===== config.mk =====
export PLATFORM = sky130hd
export DESIGN_NAME = qlf_k4n8_cfg_loader
export DESIGN_NICKNAME = d
export VERILOG_FILES = /design/src/rtl/qlf_k4n8_cfg_loader.sv
export SDC_FILE = /design/constraint.sdc
export NUM_CORES = 1
export LEC_CHECK = 0
export BUFFER_PORTS_ARGS = -buffer_cell sky130_fd_sc_hd__buf_2
export CAP_MARGIN = 20
export CORE_AREA = 2 2 82 84
export CTS_BUF_LIST = sky130_fd_sc_hd__clkbuf_2 sky130_fd_sc_hd__clkbuf_4 sky130_fd_sc_hd__clkbuf_8
export DETAILED_ROUTE_END_ITERATION = 16
export DIE_AREA = 0 0 84 86
export PLACE_DENSITY = 0.8
export SETUP_SLACK_MARGIN = 0.4
export SLEW_MARGIN = 10
export SYNTH_ARGS = -nofsm -noshare
export SYNTH_HDL_FRONTEND = slang
export SYNTH_SLANG_ARGS = --single-unit

===== constraint.sdc =====
create_clock -name clk -period 2.1 [get_ports clk]
set_clock_uncertainty 0.15 [all_clocks]
set_input_delay 0.315 -clock clk [delete_from_list [all_inputs] [get_ports clk]]
set_output_delay 0.315 -clock clk [all_outputs]
set_load 0.05 [all_outputs]

===== src/rtl/qlf_k4n8_cfg_loader.sv =====
// Configuration-chain loader for a K4N8 logic block: serialises words LSB-first into
// the scff chain while capturing the chain tail as readback words.
module qlf_k4n8_cfg_loader #(
  parameter int unsigned CHAIN_LEN = 160,
  parameter int unsigned WORD_W    = 16
) (
  input  logic              clk,
  input  logic              R,
  input  logic              start,
  input  logic [WORD_W-1:0] in_data,
  input  logic              in_valid,
  output logic              in_ready,
  output logic              chain_head,
  output logic              chain_en,
  input  logic              chain_tail,
  output logic [WORD_W-1:0] rb_data,
  output logic              rb_valid,
  output logic              busy,
  output logic              done
);

  localparam int unsigned BC_W = $clog2(CHAIN_LEN + 1);
  localparam int unsigned WB_W = $clog2(WORD_W + 1);
  localparam logic [BC_W-1:0] BC_LAST = BC_W'(CHAIN_LEN - 1);
  localparam logic [WB_W-1:0] WB_LAST = WB_W'(WORD_W - 1);

  typedef enum logic [1:0] {
    S_IDLE,
    S_LOAD,
    S_SHIFT,
    S_DONE
  } state_t;

  state_t            r_state;
  logic [WORD_W-1:0] r_shreg;
  logic [WORD_W-1:0] r_rbreg;
  logic [WORD_W-1:0] r_rb_data;
  logic [BC_W-1:0]   r_bit_cnt;
  logic [WB_W-1:0]   r_wbit;
  logic              r_in_ready;
  logic              r_chain_en;
  logic              r_rb_valid;
  logic              r_busy;
  logic              r_done;

  logic [WORD_W-1:0] w_rb_next;
  logic              w_last_bit;
  logic              w_word_end;

  // Readback word including the tail bit sampled on this edge.
  always_comb begin
    w_rb_next  = r_rbreg | (WORD_W'(chain_tail) << r_wbit);
    w_last_bit = (r_bit_cnt == BC_LAST);
    w_word_end = (r_wbit == WB_LAST);
  end

  always_ff @(posedge clk) begin
    if (R) begin
      r_state    <= S_IDLE;
      r_shreg    <= '0;
      r_rbreg    <= '0;
      r_rb_data  <= '0;
      r_bit_cnt  <= '0;
      r_wbit     <= '0;
      r_in_ready <= 1'b0;
      r_chain_en <= 1'b0;
      r_rb_valid <= 1'b0;
      r_busy     <= 1'b0;
      r_done     <= 1'b0;
    end else begin
      r_rb_valid <= 1'b0;
      case (r_state)
        S_IDLE, S_DONE: begin
          if (start) begin
            r_state    <= S_LOAD;
            r_bit_cnt  <= '0;
            r_done     <= 1'b0;
            r_busy     <= 1'b1;
            r_in_ready <= 1'b1;
          end
        end
        S_LOAD: begin
          if (in_valid) begin
            r_shreg    <= in_data;
            r_wbit     <= '0;
            r_rbreg    <= '0;
            r_state    <= S_SHIFT;
            r_in_ready <= 1'b0;
            r_chain_en <= 1'b1;
          end
        end
        S_SHIFT: begin
          r_shreg   <= r_shreg >> 1;
          r_rbreg   <= w_rb_next;
          r_wbit    <= r_wbit + 1'b1;
          r_bit_cnt <= r_bit_cnt + 1'b1;
          // Chain end takes priority so a short last word ends the frame early.
          if (w_last_bit) begin
            r_state    <= S_DONE;
            r_chain_en <= 1'b0;
            r_busy     <= 1'b0;
            r_done     <= 1'b1;
            r_rb_data  <= w_rb_next;
            r_rb_valid <= 1'b1;
          end else if (w_word_end) begin
            r_state    <= S_LOAD;
            r_chain_en <= 1'b0;
            r_in_ready <= 1'b1;
            r_rb_data  <= w_rb_next;
            r_rb_valid <= 1'b1;
          end
        end
        default: r_state <= S_IDLE;
      endcase
    end
  end

  assign in_ready   = r_in_ready;
  assign chain_en   = r_chain_en;
  assign chain_head = r_chain_en & r_shreg[0];
  assign rb_data    = r_rb_data;
  assign rb_valid   = r_rb_valid;
  assign busy       = r_busy;
  assign done       = r_done;

endmodule


=== Yosys cells after proc, flatten, opt, wreduce, memory -nomap -nowiden ===
Cells that the tools add are included.

* Mux-type cells: 31
* Add/sub/neg operators: 2
* Bitwise logic cells: 3
* Reduce and logical (&&, ||, !) cells: 13
* Eq/ne operators: 11
* Shift operators: 1

{| class="wikitable"
|+ Operators with widths
! kind !! number
|-
| $mux W16 || 4
|-
| $pmux W16 S2 || 2
|-
| $or A16 B16 Y16 || 1
|-
| $pmux W8 S2 || 1
|-
| $shl A1 B5 Y16 || 1
|-
| $mux W1 || 12
|-
| $ne A2 B2 Y1 const B || 5
|-
| $pmux W5 S2 || 1
|-
| $reduce_and A3 Y1 || 3
|-
| $add A8 B1 Y8 const B || 1
|-
| $eq A8 B8 Y1 const B || 1
|-
| $mux W2 || 4
|-
| $mux W8 || 1
|-
| $pmux W1 S2 || 3
|-
| $pmux W2 S3 || 1
|-
| $reduce_and A2 Y1 || 3
|-
| $reduce_bool A2 Y1 || 3
|-
| $add A5 B1 Y5 const B || 1
|-
| $eq A5 B4 Y1 const B || 1
|-
| $mux W5 || 1
|-
| $eq A2 B2 Y1 const B || 2
|-
| $reduce_and A4 Y1 || 1
|-
| $reduce_or A2 Y1 || 2
|-
| $ne A3 B3 Y1 const B || 1
|-
| other kinds (5) || 5
|}

* Input bits: 21
* Register bits after elaboration: 68
* Output and inout port bits: 22
* Word-level logic and storage cells: 72

=== Depth between registers and ports, before layout ===
* Depth after elaboration: 4
* Mapped depth: 8
* Mapped depth without buffers: 7

=== Worst setup path after synthesis ===
Ideal clock, no wire load.

* Path type: register to register
* Start: register r_state[0]
* End: register r_bit_cnt[6]
* Slack: 260 ps
* Cell stages (with the launch flop): 7
* Clock period less this slack: 1840 ps
* Setup time: 120 ps
* Path buffers: 0
* Data required time: 1830 ps
* Arrival time: 1570 ps
* Path through: dfxtp_1 inv_1 ha_1 mux2i_1 or3b_2 xor2_1 nor2_1

* Word-level cells in the longest chain between the ends: 4
* Elaborated cells between the ends (all ways): 8
* Classes of those cells: eq/ne (3); mux (1); reduce/logical (4)

{| class="wikitable"
|+ RTL lines
! item !! RTL line !! RTL
|-
| from (decl) || 34 || <nowiki>state_t r_state;</nowiki>
|-
| from (signal assigned) || 59 || <nowiki>r_state <= S_IDLE;</nowiki>
|-
| from (signal assigned) || 75 || <nowiki>r_state <= S_LOAD;</nowiki>
|-
| from (signal assigned) || 87 || <nowiki>r_state <= S_SHIFT;</nowiki>
|-
| $eq A2 B2 Y1 or $logic_not A2 Y1 (tied branches) || 72 || <nowiki>case (r_state)</nowiki>
|-
| $reduce_or A2 Y1 || 72 ||
|-
| $ne A2 B2 Y1 (no source line) or $reduce_bool A2 Y1 (tied branches) || -- ||
|-
| $reduce_and A2 Y1 (no source line) || -- ||
|-
| to (signal assigned) || 96 || <nowiki>r_bit_cnt <= r_bit_cnt + 1'b1;</nowiki>
|-
| to (decl) || 38 || <nowiki>logic [BC_W-1:0] r_bit_cnt;</nowiki>
|}

Several ways; a longest one is shown, not always the timed one.
A chain may end at the register's enable or synchronous reset.

=== Worst setup path in the final report ===
* Start: register r_bit_cnt[0]
* End: register r_rb_data[13] (netlist: rb_data[13])

* Word-level cells in the longest chain between the ends: 3
* Elaborated cells between the ends (all ways): 4
* Classes of those cells: eq/ne (1); mux (1); reduce/logical (2)

{| class="wikitable"
|+ RTL lines
! item !! RTL line !! RTL
|-
| $eq A8 B8 Y1 * || 53 || <nowiki>w_last_bit = (r_bit_cnt == BC_LAST);</nowiki>
|-
| $reduce_bool A2 Y1 (no source line) || -- ||
|-
| $reduce_and A2 Y1 (no source line) || -- ||
|-
| to (signal assigned) || 103 || <nowiki>r_rb_data <= w_rb_next;</nowiki>
|-
| to (signal assigned) || 109 || <nowiki>r_rb_data <= w_rb_next;</nowiki>
|-
| to (decl) || 37 || <nowiki>logic [WORD_W-1:0] r_rb_data;</nowiki>
|}

Every way passes the cells marked *; elsewhere a longest branch is shown, timed or not.

==> impl_metrics.toml <==
[route]
vias_per_cell = 6.729
wl_um = 12630
drt-initial-drc-count = 575
first_pass_iters = 7
vias = 3479
drtAntennaViolNets = 0
wl_per_cell_um = 24.43
drcViolationCount = 0

[synthesis]
yosys_warnings = 0
synth-edff-count = 0
synth_area_leaders = "dfxtp_1 (44%), nor2_1 (7.0%), a21oi_1 (6.5%)"
syn_area_per_cell_sq_um = 8.838
synthArstFlopShare_pct = 0
synthCells = 347
synth_area_sq_mm = 0.003067
synth.distinct_cells = 50
synthFlopType = "dfxtp_1"
synth.largest_area_cell = "dfxtp_1"
synth_nets = 373
ys_seq_elements = 68
synth_seq_area_share_pct = 44.39
yosysTopAreaCellShare_pct = 44.39

[timing]
rsz0062_at_grt = "true"
fin_ws_ps = 134.3
drv_slew = 0
maxSlewHeadroom_pct = 60.10
setup_violations = 0
fin_crit_ps = 1966
hold_ws_ps = 149.6
tightest_slew_ps = 598.5
finalCritPeriodShare_pct = 93.60
max_freq_ghz = 0.5087
finalHoldViolCount = 0

[power]
switching_power_mw = 1.428
p_leak_nw = 1.720
p_comb_share_pct = 33.9
swShare_pct = 35.35
pwr-share-clk_pct = 28.1
peakVddDrop_mv = 0.6574
intPower_mw = 2.612
finalPower_mw = 4.040
power.density_mw_per_mm2 = 850.4
seqPwrFrac_pct = 38.0

[placed_design]
dp_hpwl_um = 4681
gp_congestion = 0.8372
dp_slack_ps = -62.50
port_buffers = 42

[floorplanning]
rows = 29
chipHeight_um = 86
ios = 43
start_util_pct = 48.85
die_x_um = 84
die_area_sq_mm = 0.007224
core_area_sq_mm = 0.006277

[hold_path]
min_path_type = "in -> reg"

[global_route]
overflow = 0
grt.total_usage_pct = 28.19
grt_max_degree = 40
grt_pass1_wl_um = 15870
grt_pass1_vias = 3143
grt_antenna_before_repair = 0

[setup_path]
worstPathMaxFanout = 8
path_class = "reg -> reg"
cp_data_arrival_time_ps = 2050
cp-end-kind = "flop"
setup.worst_path.start_class = "flop"
worstPathRequired_ps = 2180

[finish]
final_common_cell = "dfxtp_1"
syn_to_final_growth_pct = 54.92
final_cell_mix = "dfxtp_1 (57), nor2_1 (48), buf_2 (44), a21oi_1 (31), buf_4 (30)"
nets = 461
drive_gt1_share_pct = 50.91
antennaDiodeCount = 0

[cts]
cts_max_level = 3
clock_sinks = 68
clk_latency_ps = 350
numCtsBuffers = 9
path_clk_slew_ps = 80
root_buffer = "clkbuf_8"
cts_tree = "built"
ctsLongestPathBuffers = 2

[outcome]
status = "finished, final reports clean"

[flow_run]
maxCapViolCount = 0
-- worst max-delay path, cell delays in order (launching register included) --
cell and delay (ps):
dfxtp_4 370, ha_4 140, nand4_1 120, buf_4 190, or2_4 260, a21oi_4 190, buf_6 130, buf_12 100
buf_16 120, a211oi_2 70
-- synth_stat cells (all sizes together) (3+ instances only) --
master    n
a2111oi  11
a211oi   22
a21oi    41
a22oi    14
a32oi     5
and2      3
and3      5
buf       5
clkbuf   19
dfxtp    68
ha        5
inv       5
mux2i     6
nand2     8
nand2b    4
nand3     4
nand3b    9
nand4     3
nor2     57
nor2b     6
nor3      4
o21ai    17
xor2      4
-- kinds of logic (layout without fill, tap and decap cells) --
logic type / after synthesis / count (layout) / synth area share (%)
mux: 7 / 7 / 2.326
fa+ha+maj: 5 / 5 / 2.040
buf+inv: 29 / 119 / 4.937
simple gates: 115 / 117 / 19.58
flops: 68 / 68 / 44.39
compound gates: 117 / 118 / 25.01
xor+xnor: 6 / 6 / 1.714
-- power by group through the flow --
stage,registers [mW],clock network [mW],logic [mW]
finish,1.53,1.14,1.37
global placement,1.51,0,0.717
CTS,1.50,1.10,0.890
global route,1.55,1.19,1.42
detailed placement,1.52,0,0.735
floorplan,1.55,0,0.519
-- final timing paths --
| path | from | to | slack, ps | cells after the start |
|---|---|---|---|---|
| max | r_bit_cnt[0] | rb_data[13] | 130 | 9 |
| min | in_data[12] | r_shreg[12] | 150 | 3 |
| max reg2reg | r_bit_cnt[0] | rb_data[13] | 130 | 9 |
| min reg2reg | busy | busy | 320 | 2 |
-- through the flow --
stage | setup TNS, ps | util, % | std cells | cell area, sq um
CTS | 0 | 67.11 | 503 | 4213
finish | 0 | 75.68 | 517 | 4751
floorplan | 0 | - | 347 | 3120
global placement | 0 | 54.28 | 455 | 3407
detailed placement | -67.43 | 54.28 | 455 | 3407
global route | 0 | 75.68 | 517 | 4751
-- registers in the layout, indices dropped and copies added, names as in the netlist --
name       count
busy           1
done           1
rb_valid       1
r_shreg       16
r_wbit         5
rb_data       16
chain_en       1
in_ready       1
r_state        2
r_rbreg       16
r_bit_cnt      8
-- cell type report --
class                           instances  area, sq um
Clock inverter                          5        50.05
Fill cell                             354         1526
Tap cell                               77        96.34
Clock buffer                           11        151.4
Multi-Input combinational cell        253         2160
Timing Repair Buffer                   98        872.1
Sequential cell                        68         1390
Inverter                                5        31.28
-- per-layer routing --
metal	vias to the layer above	GRT usage, %	part of all wire (%)
met5	-	0	0
met4	0	15.98	6.8
met3	91	7.796	9.6
met2	286	47.78	47
met1	1643	32.16	37
li1	1459	-	-
-- timing repair --
item                       CTS  global route
resized for setup           68            97
setup endpoints to repair   65            65
setup buffers               28             8
pin swaps                   12            36
cloned                       4             6
hold buffers                 0             0
(Power assumes the default switching activity.)
